`src/rtl/controlador_ampliacao_if.sv`:
```
// Signal bundle between the upscaler controller, the source memory, the pixel
// replicator and the output framebuffer.
interface controlador_ampliacao_if #(
  parameter int LARGURA_IMAGEM = 4,
  parameter int ALTURA_IMAGEM  = 4,
  parameter int LARGURA_PIXEL  = 8
);
  localparam int AW_RD = $clog2(LARGURA_IMAGEM * ALTURA_IMAGEM);
  localparam int AW_WR = $clog2(4 * LARGURA_IMAGEM * ALTURA_IMAGEM);

  logic                     start;
  logic                     busy;
  logic                     done;
  logic                     erro;
  logic                     rd_en;
  logic [AW_RD-1:0]         rd_addr;
  logic [LARGURA_PIXEL-1:0] rd_data;
  logic                     rep_valid;
  logic [LARGURA_PIXEL-1:0] rep_pixel;
  logic                     rep_out_valid;
  logic [LARGURA_PIXEL-1:0] rep_out_pixel;
  logic                     wr_en;
  logic [AW_WR-1:0]         wr_addr;
  logic [LARGURA_PIXEL-1:0] wr_data;

  // Controller side.
  modport master (
    input  start, rd_data, rep_out_valid, rep_out_pixel,
    output busy, done, erro, rd_en, rd_addr, rep_valid, rep_pixel,
           wr_en, wr_addr, wr_data
  );

  // Environment side: memories, replicator and frame requester.
  modport slave (
    output start, rd_data, rep_out_valid, rep_out_pixel,
    input  busy, done, erro, rd_en, rd_addr, rep_valid, rep_pixel,
           wr_en, wr_addr, wr_data
  );
endinterface

```
`src/rtl/controlador_ampliacao.sv`:
```
// 2x upscale controller: streams each source row into the pixel replicator and
// writes the two replicated output rows it returns into the output framebuffer.
module controlador_ampliacao #(
  parameter int LARGURA_IMAGEM = 4,
  parameter int ALTURA_IMAGEM  = 4,
  parameter int LARGURA_PIXEL  = 8
) (
  input logic clk,
  input logic resetn,
  controlador_ampliacao_if.master bus
);
  localparam int AW_RD = $clog2(LARGURA_IMAGEM * ALTURA_IMAGEM);
  localparam int AW_WR = $clog2(4 * LARGURA_IMAGEM * ALTURA_IMAGEM);
  localparam int CW    = $clog2(LARGURA_IMAGEM);
  localparam int LW    = (ALTURA_IMAGEM > 1) ? $clog2(ALTURA_IMAGEM) : 1;
  localparam int BW    = $clog2(4 * LARGURA_IMAGEM);

  localparam logic [CW-1:0] COL_ULT    = CW'(LARGURA_IMAGEM - 1);
  localparam logic [LW-1:0] LIN_ULT    = LW'(ALTURA_IMAGEM - 1);
  localparam logic [BW-1:0] BATIDA_ULT = BW'(4 * LARGURA_IMAGEM - 1);

  typedef enum logic [2:0] {
    IDLE,
    LER,
    DRENAR,
    AGUARDAR,
    FIM
  } estado_t;

  estado_t estado, estado_prox;

  logic [CW-1:0]            col;
  logic [LW-1:0]            linha;
  logic [BW-1:0]            cnt_batida;
  logic [AW_RD-1:0]         rd_addr_q;
  logic [AW_WR-1:0]         wr_cnt;
  logic                     erro_q;

  logic                     vld_p0;
  logic                     vld_p1;
  logic [LARGURA_PIXEL-1:0] pix_p1;
  logic                     wr_vld_p1;
  logic [LARGURA_PIXEL-1:0] wr_data_p1;
  logic [AW_WR-1:0]         wr_addr_p1;

  logic aceita;
  logic ler;
  logic ev_batida;
  logic ultima_batida;
  logic batida_fora;

  always_ff @(posedge clk or negedge resetn) begin
    if (!resetn) estado <= IDLE;
    else         estado <= estado_prox;
  end

  always_comb begin
    estado_prox   = estado;
    bus.busy      = 1'b1;
    bus.done      = 1'b0;
    bus.rd_en     = 1'b0;
    aceita        = 1'b0;
    ler           = 1'b0;
    ev_batida     = 1'b0;
    ultima_batida = 1'b0;
    batida_fora   = bus.rep_out_valid;
    case (estado)
      IDLE: begin
        bus.busy = 1'b0;
        if (bus.start) begin
          aceita      = 1'b1;
          estado_prox = LER;
        end
      end
      LER: begin
        bus.rd_en = 1'b1;
        ler       = 1'b1;
        if (col == COL_ULT) estado_prox = DRENAR;
      end
      DRENAR: begin
        // The last pixel of the row is on rep_valid when stage p0 has emptied.
        if (vld_p1 && !vld_p0) estado_prox = AGUARDAR;
      end
      AGUARDAR: begin
        batida_fora = 1'b0;
        ev_batida   = bus.rep_out_valid;
        if (bus.rep_out_valid && (cnt_batida == BATIDA_ULT)) begin
          ultima_batida = 1'b1;
          estado_prox   = (linha == LIN_ULT) ? FIM : LER;
        end
      end
      FIM: begin
        bus.done    = 1'b1;
        estado_prox = IDLE;
      end
      default: estado_prox = IDLE;
    endcase
  end

  always_ff @(posedge clk or negedge resetn) begin
    if (!resetn) begin
      col        <= '0;
      linha      <= '0;
      cnt_batida <= '0;
      rd_addr_q  <= '0;
      wr_cnt     <= '0;
      erro_q     <= 1'b0;
    end else begin
      if (aceita) begin
        col        <= '0;
        linha      <= '0;
        cnt_batida <= '0;
        rd_addr_q  <= '0;
        wr_cnt     <= '0;
        erro_q     <= 1'b0;
      end
      // rd_addr runs row-major across the frame, so it never needs rebuilding per row.
      if (ler) begin
        rd_addr_q <= rd_addr_q + 1'b1;
        col       <= (col == COL_ULT) ? '0 : col + 1'b1;
      end
      if (ev_batida) begin
        cnt_batida <= ultima_batida ? '0 : cnt_batida + 1'b1;
        wr_cnt     <= wr_cnt + 1'b1;
      end
      if (ultima_batida && (linha != LIN_ULT)) begin
        linha <= linha + 1'b1;
        col   <= '0;
      end
      if (batida_fora) erro_q <= 1'b1;
    end
  end

  // Read stage p0: memory returns rd_data. Stage p1: pixel presented to the replicator.
  always_ff @(posedge clk or negedge resetn) begin
    if (!resetn) begin
      vld_p0 <= 1'b0;
      vld_p1 <= 1'b0;
      pix_p1 <= '0;
    end else begin
      vld_p0 <= bus.rd_en;
      vld_p1 <= vld_p0;
      if (vld_p0) pix_p1 <= bus.rd_data;
    end
  end

  // Write stage p1: one registered framebuffer write per accepted replicator beat.
  always_ff @(posedge clk or negedge resetn) begin
    if (!resetn) begin
      wr_vld_p1  <= 1'b0;
      wr_data_p1 <= '0;
      wr_addr_p1 <= '0;
    end else begin
      wr_vld_p1 <= ev_batida;
      if (aceita) wr_addr_p1 <= '0;
      if (ev_batida) begin
        wr_data_p1 <= bus.rep_out_pixel;
        wr_addr_p1 <= wr_cnt;
      end
    end
  end

  assign bus.erro      = erro_q;
  assign bus.rd_addr   = rd_addr_q;
  assign bus.rep_valid = vld_p1;
  assign bus.rep_pixel = pix_p1;
  assign bus.wr_en     = wr_vld_p1;
  assign bus.wr_data   = wr_data_p1;
  assign bus.wr_addr   = wr_addr_p1;
endmodule

```
`src/flat_wrapper.sv`:
```
// flat-port wrapper written by rule: the top's interface ports become plain ports
module controlador_ampliacao_flat 
#(
  parameter int LARGURA_IMAGEM = 4,
  parameter int ALTURA_IMAGEM  = 4,
  parameter int LARGURA_PIXEL  = 8
)
  (clk, resetn, bus_start, bus_rd_data, bus_rep_out_valid, bus_rep_out_pixel, bus_busy, bus_done, bus_erro, bus_rd_en, bus_rd_addr, bus_rep_valid, bus_rep_pixel, bus_wr_en, bus_wr_addr, bus_wr_data);
  controlador_ampliacao_if #(.LARGURA_IMAGEM(LARGURA_IMAGEM), .ALTURA_IMAGEM(ALTURA_IMAGEM), .LARGURA_PIXEL(LARGURA_PIXEL)) bus_i ();
  input logic clk;
  input logic resetn;
  input wire logic [$bits(bus_i.start)-1:0] bus_start;
  input wire logic [$bits(bus_i.rd_data)-1:0] bus_rd_data;
  input wire logic [$bits(bus_i.rep_out_valid)-1:0] bus_rep_out_valid;
  input wire logic [$bits(bus_i.rep_out_pixel)-1:0] bus_rep_out_pixel;
  output wire logic [$bits(bus_i.busy)-1:0] bus_busy;
  output wire logic [$bits(bus_i.done)-1:0] bus_done;
  output wire logic [$bits(bus_i.erro)-1:0] bus_erro;
  output wire logic [$bits(bus_i.rd_en)-1:0] bus_rd_en;
  output wire logic [$bits(bus_i.rd_addr)-1:0] bus_rd_addr;
  output wire logic [$bits(bus_i.rep_valid)-1:0] bus_rep_valid;
  output wire logic [$bits(bus_i.rep_pixel)-1:0] bus_rep_pixel;
  output wire logic [$bits(bus_i.wr_en)-1:0] bus_wr_en;
  output wire logic [$bits(bus_i.wr_addr)-1:0] bus_wr_addr;
  output wire logic [$bits(bus_i.wr_data)-1:0] bus_wr_data;
  assign bus_i.start = bus_start;
  assign bus_i.rd_data = bus_rd_data;
  assign bus_i.rep_out_valid = bus_rep_out_valid;
  assign bus_i.rep_out_pixel = bus_rep_out_pixel;
  assign bus_busy = bus_i.busy;
  assign bus_done = bus_i.done;
  assign bus_erro = bus_i.erro;
  assign bus_rd_en = bus_i.rd_en;
  assign bus_rd_addr = bus_i.rd_addr;
  assign bus_rep_valid = bus_i.rep_valid;
  assign bus_rep_pixel = bus_i.rep_pixel;
  assign bus_wr_en = bus_i.wr_en;
  assign bus_wr_addr = bus_i.wr_addr;
  assign bus_wr_data = bus_i.wr_data;
  controlador_ampliacao #(.LARGURA_IMAGEM(LARGURA_IMAGEM), .ALTURA_IMAGEM(ALTURA_IMAGEM), .LARGURA_PIXEL(LARGURA_PIXEL)) u_core (.clk(clk), .resetn(resetn), .bus(bus_i));
endmodule
```
`config.mk`:
```
export PLATFORM = sky130hd
export DESIGN_NAME = controlador_ampliacao_flat
export DESIGN_NICKNAME = d
export VERILOG_FILES = /design/src/rtl/controlador_ampliacao_if.sv /design/src/rtl/controlador_ampliacao.sv /design/src/flat_wrapper.sv
export SDC_FILE = /design/constraint.sdc
export NUM_CORES = 1
export LEC_CHECK = 0
export CORE_ASPECT_RATIO = 0.7
export CORE_MARGIN = 4
export CORE_UTILIZATION = 48
export DETAILED_ROUTE_END_ITERATION = 12
export HOLD_SLACK_MARGIN = 0.02
export PLACE_DENSITY = 0.84
export SLEW_MARGIN = 20
export SYNTH_ARGS = -nofsm -noshare
export SYNTH_HDL_FRONTEND = slang
export SYNTH_SLANG_ARGS = --single-unit
```
`constraint.sdc`:
```
create_clock -name clk -period 2.25 [get_ports clk]
set_clock_uncertainty 0.2 [all_clocks]
set_input_delay 0.225 -clock clk [delete_from_list [all_inputs] [get_ports clk]]
set_output_delay 0.225 -clock clk [all_outputs]
set_load 0.01 [all_outputs]
```
==> out/qor.csv, run 1 <==
stage,metric,value,unit
power,p_leak,1.29,nW
placement,io_buffers,51,
timing,hold_viol_final,0,
floorplanning,core,3990,µm²
synth,ys_ff_latch,47,
clocking,cts_buffers,5,
timing,min_period,2.13,ns
synth,yosys-top-cells-area,"dfrtp_1 (58%), nand2_1 (6.1%), mux2_2 (4.5%)",
route,dr.pass1.iters,4,
synth,yosys_warnings,0,
route,drc,0,
route,wl_per_cell,14.8,µm
clocking,cts.path.max_buffers,2,
placement,place.gp.congestion,0.768,
global_routing,grt_max_degree,28,
clocking,tritoncts,built,
floorplanning,start_util,50.5,%
floorplanning,pin_count,52,
global_routing,grt_pass1_vias,1547,
synth,synth_nets,205,
floorplanning,fp-row-count,19,
route,wl_met3,385,µm
synth,synth_top_area_cell,dfrtp_1,
synth,synth.distinct_cells,33,
timing,maxSlewHeadroom,65.4,%
timing,setup_viol,0,
setup_path,required,1.82,ns
clocking,clock_sinks,47,
layout,layout.nets,266,
layout,final_cell_mix,"clkdlybuf4s50_1 (49), dfrtp_1 (47), nand2_1 (33)",
route,via_per_inst,5.42,
layout,layout_commonest_cell,clkdlybuf4s50_1,
clocking,insertion_delay,0.30,ns
route,wl_met1,1990,µm
power,ir_drop,0.750,mV
setup_path,cp-end-kind,output port,
global_routing,grt-ovfl-total,0,
timing,period_share,94.7,%
layout,syn_to_final_growth,36.2,%
route,drtAntennaViolNets,0,
synth,netlist_area,2020,µm²
timing,tightest_slew,0.519,ns
clocking,cts-root-buf,clkbuf_8,
power,p_per_area,1360,nW/µm²
timing,rsz0062_at_grt,no,
layout,final_layout_size_suffix_gt1_share,12.4,%
route,top_layer,met4,
synth,synth_top_cell_area_share,58.3,%
global_routing,grt_pass1_wl,7470,µm
setup_path,worstPathArrival,1.71,ns
timing,slew_viol_final,0,
route,drtIter0Drc,131,
synth,ys_seq_area_share,58.3,%
setup_path,crit_fanout,9,
setup_path,path_class,flop to output port,
floorplanning,fp.dieH,62.3,µm
synth,postSynthCellCount,180,
global_routing,antenna_found_initial,0,
clocking,cts_setup_buffers,0,
clocking,htreeDepth,2,
flow_run,drv_cap,0,
clocking,clk_transition_reported_paths,0.09,ns
run_status,run_status,"finished, final reports clean",
power,p_total,3.74,mW
setup_path,start_kind,flop,
synth,avgSynthCellArea,11.2,µm²
layout,antenna_cells,0,
route,wl_met2,1890,µm
floorplanning,die_w,85.5,µm
timing,max_freq,469,MHz
floorplanning,dieArea,5320,µm²
route,num_vias,1588,
global_routing,gr-usage-all-layers,17.7,%
placement,dp_hpwl,3140,µm
worst_hold_path,min_path_type,input port to async pin,
route,wirelength,4330,µm
timing,fin_setup_tns,0,ns
==> critical path: stages (launching register included) <==
cell and delay [ns]:
dfrtp_1 0.40, buf_4 0.17, or3_1 0.36, clkdlybuf4s50_1 0.48
==> sequential cells by signal, summed over array words and instances (netlist names), 2 cells and up <==
signal                cells
u_core.cnt_batida         4
u_core.bus.wr_addr        6
u_core.estado             3
u_core.bus.rd_addr        4
u_core.bus.rep_pixel      8
u_core.col                2
u_core.linha              2
u_core.bus.wr_data        8
u_core.wr_cnt             6
==> timing repair <==
| action | 4_1_cts | 5_1_grt |
|---|---|---|
| gates resized for setup | 0 | 1 |
| endpoints found under the setup margin | 0 | 1 |
| hold buffers | 1 | 0 |
| endpoints found under the hold margin | 20 | 0 |
==> per-stage QoR <==
step	hold WS [ns]	cells	worst slack, ns	utilization, %	cell area [µm²]
after floorplan	-0.271	180	0.472	-	2020
after global placement	0.0167	285	0.270	65.9	2630
after detailed placement	0.0278	285	0.225	65.9	2630
after CTS	0.238	293	0.0639	68.8	2750
after global routing	0.255	293	0.0588	68.8	2750
final	0.223	293	0.120	68.8	2750
==> cell type report <==
cell class / instances / area (µm²)
Clock buffer: 6 / 72.6
Clock inverter: 1 / 30.0
Fill cell: 321 / 1240
Inverter: 8 / 30.0
Multi-Input combinational cell: 115 / 754
Sequential cell: 47 / 1180
Tap cell: 52 / 65.1
Timing Repair Buffer: 64 / 621
==> routing by layer <==
metal	vias to the layer above	GRT usage (%)
li1	752	-
met1	769	25.1
met2	61	25.5
met3	6	5.81
met4	0	5.93
met5	-	0
==> synth_stat cells <==
cell type and count:
or3b_1 1, o221a_2 1, o211ai_1 1, dfrtp_1 47, o221ai_1 1, buf_2 4, nor3b_1 1, o31ai_1 5
o21a_1 2, mux2i_1 4, a22o_1 9, o21ai_0 6, mux2_2 8, nand2b_1 2, nand3_1 9, nand2_1 33
inv_1 8, or4b_4 1, a21o_1 1, a21oi_1 8, ha_1 5, nand4b_1 1, and2_4 1, nor4b_1 1
nor3_1 2, nor2_1 1, and3_1 1, buf_6 2, or3_1 3, xor2_1 1, nand4_1 4, nand3b_1 2
clkbuf_1 4
==> path summary, 6_finish.rpt <==
path                                                         from                                 to  slack (ns)  cells past startpoint
worst max-delay path                 u_core.estado[0]$_DFFE_PN0P_                           bus_busy        0.12                      3
worst min-delay path                                       resetn  u_core.bus.wr_addr[1]$_DFFE_PN0P_        0.22                      2
worst max register to register       u_core.estado[0]$_DFFE_PN0P_  u_core.bus.wr_addr[2]$_DFFE_PN0P_        0.34                      4
worst min register to register  u_core.bus.wr_data[3]$_DFFE_PN0P_  u_core.bus.wr_data[3]$_DFFE_PN0P_        0.27                      2
max in group asynchronous                                  resetn       u_core.wr_cnt[2]$_DFFE_PN0P_        1.10                      3
min in group clk                             bus_rep_out_pixel[5]  u_core.bus.wr_data[5]$_DFFE_PN0P_        0.25                      3
==> kinds of logic (layout without fill, tap and decap cells) <==
| logic type | after synthesis | after routing | share of synthesized area (%) |
|---|---|---|---|
| and+or+nand+nor | 63 | 63 | 15.7 |
| AOI/OAI and AO/OA | 34 | 34 | 11.7 |
| xor gates and xnor gates | 1 | 1 | 0.434 |
| DFF | 47 | 47 | 58.3 |
| adders and majority gates | 5 | 5 | 3.10 |
| muxes | 12 | 12 | 6.45 |
| buffers and inverters | 18 | 79 | 4.34 |
==> power by group <==
part | total, mW | switching, mW | internal [mW]
registers | 1.52 | 0.299 | 1.22
logic | 1.63 | 0.712 | 0.919
clock network | 0.584 | 0.258 | 0.326
total | 3.74 | 1.27 | 2.47
Note: power is estimated with default switching activity, not from simulation.
==> inputs of run 2 (changes only) <==
Settings changed: GPL_ROUTABILITY_DRIVEN set to 0, TNS_END_PERCENT set to 5.
==> results of run 2 <==
Final layout, timing and power as in run 1 (identical DEF).
